==> src/rtl/arb_block_lv2.sv <==
`default_nettype none
// ============================================================================
// Module   : arb_block_lv2
// Brief    : Round-robin L2 access arbiter. It grants one core per transaction
//            and sequences IDLE -> ISSUE -> WAIT. Define ARB_TIMEOUT_EN to add
//            forced release of a stuck WAIT after TIMEOUT_CYC cycles.
// Revision : 1.0 - initial release
// ============================================================================
module arb_block_lv2 #(
    parameter int NUM_REQ     = 4,
    parameter int REQ_ID_WID  = 2,
    parameter int TIMEOUT_CYC = 255
) (
    input  logic                  clk,
    input  logic                  rst,
    input  logic [NUM_REQ-1:0]    req_proc,
    input  logic                  l2_done,
    output logic [NUM_REQ-1:0]    gnt_proc,
    output logic [REQ_ID_WID-1:0] gnt_id,
    output logic                  l2_start,
    output logic                  busy,
    output logic                  timeout_err
);

    typedef enum logic [1:0] {
        ST_IDLE  = 2'd0,
        ST_ISSUE = 2'd1,
        ST_WAIT  = 2'd2
    } state_t;

    state_t                  r_state;
    state_t                  w_state_nxt;
    logic [NUM_REQ-1:0]      r_gnt;
    logic [NUM_REQ-1:0]      w_gnt_nxt;
    logic [NUM_REQ-1:0]      w_win_onehot;
    logic [REQ_ID_WID-1:0]   r_gnt_id;
    logic [REQ_ID_WID-1:0]   w_gnt_id_nxt;
    logic [REQ_ID_WID-1:0]   r_rr_ptr;
    logic [REQ_ID_WID-1:0]   w_rr_ptr_nxt;
    logic [REQ_ID_WID-1:0]   w_ptr_adv;
    logic [REQ_ID_WID-1:0]   w_arb_ptr;
    logic [REQ_ID_WID-1:0]   w_hi_win;
    logic [REQ_ID_WID-1:0]   w_lo_win;
    logic [REQ_ID_WID-1:0]   w_win;
    logic                    w_hi_found;
    logic                    w_any_req;
    logic                    w_timeout;

    if (TIMEOUT_CYC < 1 || (1 << REQ_ID_WID) < NUM_REQ) begin : g_param_chk
        $error("arb_block_lv2: TIMEOUT_CYC must be >= 1 and REQ_ID_WID must cover NUM_REQ");
    end

    // Pointer after the current winner; on back-to-back the new arbitration
    // must already see it so the finishing core drops to lowest priority.
    always_comb begin
        w_ptr_adv = (r_gnt_id == REQ_ID_WID'(NUM_REQ - 1)) ? '0 : r_gnt_id + 1'b1;
        w_arb_ptr = (r_state == ST_WAIT) ? w_ptr_adv : r_rr_ptr;
        w_any_req = |req_proc;
    end

    // Descending scan so the last hit is the lowest index: first the lowest
    // requester at or above the pointer, otherwise the lowest one below it.
    always_comb begin
        w_hi_win   = '0;
        w_lo_win   = '0;
        w_hi_found = 1'b0;
        for (int i = NUM_REQ - 1; i >= 0; i--) begin
            if (req_proc[i]) begin
                if (i >= int'(w_arb_ptr)) begin
                    w_hi_win   = REQ_ID_WID'(i);
                    w_hi_found = 1'b1;
                end else begin
                    w_lo_win = REQ_ID_WID'(i);
                end
            end
        end
        w_win              = w_hi_found ? w_hi_win : w_lo_win;
        w_win_onehot       = '0;
        w_win_onehot[w_win] = 1'b1;
    end

    always_comb begin
        w_state_nxt  = r_state;
        w_gnt_nxt    = r_gnt;
        w_gnt_id_nxt = r_gnt_id;
        w_rr_ptr_nxt = r_rr_ptr;
        case (r_state)
            ST_IDLE: begin
                w_gnt_nxt = '0;
                if (w_any_req) begin
                    w_gnt_nxt    = w_win_onehot;
                    w_gnt_id_nxt = w_win;
                    w_state_nxt  = ST_ISSUE;
                end
            end
            ST_ISSUE: begin
                w_state_nxt = ST_WAIT;
            end
            ST_WAIT: begin
                if (l2_done) begin
                    w_rr_ptr_nxt = w_ptr_adv;
                    if (w_any_req) begin
                        w_gnt_nxt    = w_win_onehot;
                        w_gnt_id_nxt = w_win;
                        w_state_nxt  = ST_ISSUE;
                    end else begin
                        w_gnt_nxt   = '0;
                        w_state_nxt = ST_IDLE;
                    end
                end else if (w_timeout) begin
                    w_rr_ptr_nxt = w_ptr_adv;
                    w_gnt_nxt    = '0;
                    w_state_nxt  = ST_IDLE;
                end
            end
            default: begin
                w_gnt_nxt   = '0;
                w_state_nxt = ST_IDLE;
            end
        endcase
    end

    always_ff @(posedge clk) begin
        if (rst) begin
            r_state  <= ST_IDLE;
            r_gnt    <= '0;
            r_gnt_id <= '0;
            r_rr_ptr <= '0;
        end else begin
            r_state  <= w_state_nxt;
            r_gnt    <= w_gnt_nxt;
            r_gnt_id <= w_gnt_id_nxt;
            r_rr_ptr <= w_rr_ptr_nxt;
        end
    end

`ifdef ARB_TIMEOUT_EN
    localparam int CNT_W = $clog2(TIMEOUT_CYC + 1);

    logic [CNT_W-1:0] r_wait_cnt;
    logic             r_timeout_err;

    // Counter is 0 in the first WAIT cycle; expiry lands on WAIT cycle TIMEOUT_CYC.
    always_comb begin
        w_timeout = (r_state == ST_WAIT) && !l2_done &&
                    (r_wait_cnt == CNT_W'(TIMEOUT_CYC - 1));
    end

    always_ff @(posedge clk) begin
        if (rst) begin
            r_wait_cnt    <= '0;
            r_timeout_err <= 1'b0;
        end else begin
            if (r_state == ST_WAIT && !l2_done && !w_timeout) begin
                r_wait_cnt <= r_wait_cnt + 1'b1;
            end else begin
                r_wait_cnt <= '0;
            end
            if (w_timeout) begin
                r_timeout_err <= 1'b1;
            end
        end
    end

    assign timeout_err = r_timeout_err;
`else
    assign w_timeout   = 1'b0;
    assign timeout_err = 1'b0;
`endif

    assign gnt_proc = r_gnt;
    assign gnt_id   = r_gnt_id;
    assign l2_start = (r_state == ST_ISSUE);
    assign busy     = (r_state != ST_IDLE);

endmodule
`default_nettype wire

==> config.mk <==
export PLATFORM = sky130hd
export DESIGN_NAME = arb_block_lv2
export DESIGN_NICKNAME = d
export VERILOG_FILES = /design/src/rtl/arb_block_lv2.sv
export SDC_FILE = /design/constraint.sdc
export NUM_CORES = 1
export LEC_CHECK = 0
export ABC_CLOCK_PERIOD_IN_PS = 1800
export CORE_AREA = 2 2 39 41
export DETAILED_ROUTE_END_ITERATION = 10
export DIE_AREA = 0 0 41 43
export MAX_ROUTING_LAYER = met4
export PLACE_DENSITY_LB_ADDON = 0.2
export SLEW_MARGIN = 10
export SYNTH_ARGS = -nofsm -noshare
export SYNTH_HDL_FRONTEND = slang
export SYNTH_SLANG_ARGS = --single-unit
==> constraint.sdc <==
create_clock -name clk -period 1.8 [get_ports clk]
set_input_delay 0.36 -clock clk [delete_from_list [all_inputs] [get_ports clk]]
set_output_delay 0.36 -clock clk [all_outputs]
set_load 0.03 [all_outputs]
==> impl_metrics.py <==
metrics = {
    "floorplanning": {
        "core-area_um2": 1380,
        "dieHeight_um": 43,
        "pin_count": 16,
        "rows": 14,
        "die-area_um2": 1760,
        "start_util": 0.389,
        "die_w_um": 41,
    },
    "critical_path": {
        "crit_type": "flop to flop",
        "timing.critical_path.to_type": "flop",
        "r2r_cells": 7,
        "crit_path_start": "r_state[1]",
        "crit_path_max_fanout": 4,
        "crit_required_ns": 2.00,
        "cp.arrival_ns": 1.98,
        "r2r_start": "r_state[1]",
        "startpoint_type": "flop",
    },
    "grt": {
        "grt_use_met3": 0.0471,
        "grt_pass1_vias": 495,
        "gr-usage-met2": 0.263,
        "grt_pass1_wl_um": 1970,
        "grt_util_met1": 0.195,
        "grt_max_degree": 7,
        "grt-busiest-layer": "met2",
        "grt_overflow": 0,
        "antenna_found_initial": 0,
        "grt_use_total": 0.173,
    },
    "synthesis": {
        "yosys_warnings": 0,
        "syn-cell-area_um2": 538,
        "synthCells": 63,
        "synth_area_per_cell_um2": 8.54,
        "yosysUniqueCellTypes": 29,
        "ys_ff_latch": 10,
        "syn_nets": 71,
        "ys_seq_area_frac": 0.372,
    },
    "sta": {
        "rsz0062_at_grt": "yes",
        "setup_violations": 0,
        "hold_violations": 0,
        "fin_skew_ns": 0.00228,
        "holdWs_ns": 0.452,
        "layout_setup_ws_ns": 0.0262,
        "max_freq_mhz": 564,
        "min_period_ns": 1.77,
        "fin_tns_setup_ns": 0,
        "post-route-period-util": 0.985,
        "drv_slew": 0,
    },
    "worst_hold_path": {
        "hold_path_class": "flop to flop",
        "hold_depth": 2,
        "worstHoldStart": "gnt_proc[3]",
    },
    "place": {
        "pre_cts_ws_ns": -0.0519,
        "io_buffers": 14,
        "post-dp-hpwl_um": 961,
        "place.gp.congestion": 0.785,
    },
    "pwr": {
        "power.total_w": 0.000690,
        "powerDensity_nw_per_um2": 745,
        "p_leak_nw": 0.417,
        "ir_drop_uv": 317,
    },
    "detailed_routing": {
        "drcViolationCount": 0,
        "antenna_left": 0,
        "first_pass_iters": 4,
        "drt_iter0_markers": 12,
        "route.detailed.wl_per_inst_um": 11.0,
        "drt-total-wl_um": 1260,
        "viasPerCell": 4.89,
        "num_vias": 558,
    },
    "clock_network": {
        "cts_tree": "built",
        "clk_pin_slew_ns": 0.07,
        "clkLatencyLatePin_ns": 0.26,
        "root_buffer": "clkbuf_4",
        "cts_inserted_buffers": 3,
        "cts_buffer_depth": 2,
        "ctsHoldBuffers": 0,
        "clock_sink_count": 10,
        "cts_max_level": 1,
    },
    "outcome": {
        "outcome": "complete, no violations",
    },
    "layout": {
        "final_nets": 107,
        "n_antenna_cell": 0,
        "drive_gt1_frac": 0.398,
        "area_growth_pct": 72.1,
    },
    "job": {
        "drv_cap": 0,
    },
}
-- cells in the mapped netlist --
library cell	instances	area (um^2)
a21oi_1	2	10.0
a22o_1	1	8.76
a31oi_1	1	6.26
and3_1	1	6.26
buf_4	1	7.51
buf_6	1	11.3
conb_1	1	3.75
dfxtp_1	10	200
ha_1	1	12.5
inv_1	4	15.0
mux2i_1	2	20.0
mux2i_2	1	13.8
mux2i_4	1	22.5
nand2_1	10	37.5
nand2b_1	1	6.26
nand3_1	2	10.0
nand3b_1	1	7.51
nor2_1	5	18.8
nor2b_1	2	12.5
nor2b_2	1	8.76
nor3_1	1	5.00
nor4_1	4	25.0
o211a_1	1	10.0
o21ai_0	2	10.0
o21ai_1	1	5.00
o21ai_2	2	17.5
o2bb2ai_1	1	8.76
or2_2	1	6.26
or4_4	1	11.3
-- cells in the final DEF (no fill, tap or decap), types with 2 or more instances in the layout --
master	n
buf_4	16
nor4_1	4
buf_6	3
nor2_1	4
mux2i_4	2
mux2i_1	2
a21oi_1	2
nor2b_1	2
o21ai_2	3
nand3_1	2
nand2_1	9
dfxtp_1	7
inv_1	4
clkbuf_4	3
dfxtp_2	3
dlygate4sd2_1	2
clkdlybuf4s50_1	11
-- report_power, final --
| part | internal, W | switching (W) |
|---|---|---|
| Sequential | 0.000239 | 0.0000113 |
| Clock | 0.000123 | 0.0000800 |
| Combinational | 0.000124 | 0.000113 |
-- layout make-up --
class | count | area, um^2
multi-input cells | 47 | 357
repair buffers | 33 | 294
well taps | 16 | 20.0
inverters | 4 | 15.0
clock buffers | 4 | 36.3
flip-flops and latches | 10 | 204
fillers | 122 | 458
-- per-stage QoR --
step	std cells	cell area [um^2]	utilization
3_3_place_gp	108	810	0.585
4_1_cts	112	855	0.618
3_5_place_dp	108	810	0.585
2_1_floorplan	63	541	-
6_report	114	926	0.669
5_1_grt	114	926	0.669
-- flip-flops by register name, summed over array words and instances (netlist names) --
register  count
gnt_proc      4
gnt_id        2
r_rr_ptr      2
r_state       2
-- kinds of logic after synthesis --
group / count (synthesis) / synth area share
and+or+nand+nor: 30 / 0.288
AOI/OAI and AO/OA: 11 / 0.142
DFF: 10 / 0.372
buffers and inverters: 6 / 0.0628
adders and majority gates: 1 / 0.0233
other: 1 / 0.00697
muxes: 4 / 0.105
-- per-layer routing --
layer / vias to the layer above / part of all wire
met5: - / 0
met4: 0 / 0.011
met3: 2 / 0.054
met2: 16 / 0.54
met1: 249 / 0.40
li1: 291 / -
-- critical path: stages (launching register included) --
cell and delay [ns]:
dfxtp_2 0.32, nor2b_4 0.12, buf_6 0.12, mux2i_4 0.19
buf_6 0.13, and3_4 0.17, or4_4 0.55, o21ai_2 0.12
-- worst paths after layout --
kind                                    end  slack [ns]
worst max-delay path            gnt_proc[2]        0.03
worst min-delay path            gnt_proc[3]        0.45
worst max register to register  gnt_proc[2]        0.03
worst min register to register  gnt_proc[3]        0.45
-- timing repair --
action,4_1_cts,5_1_grt
resized for setup,4,14
setup endpoints to repair,3,5
buffers inserted,0,2
endpoints found under the hold margin,0,0
pin swaps,0,4
(Power assumes the default switching activity.)
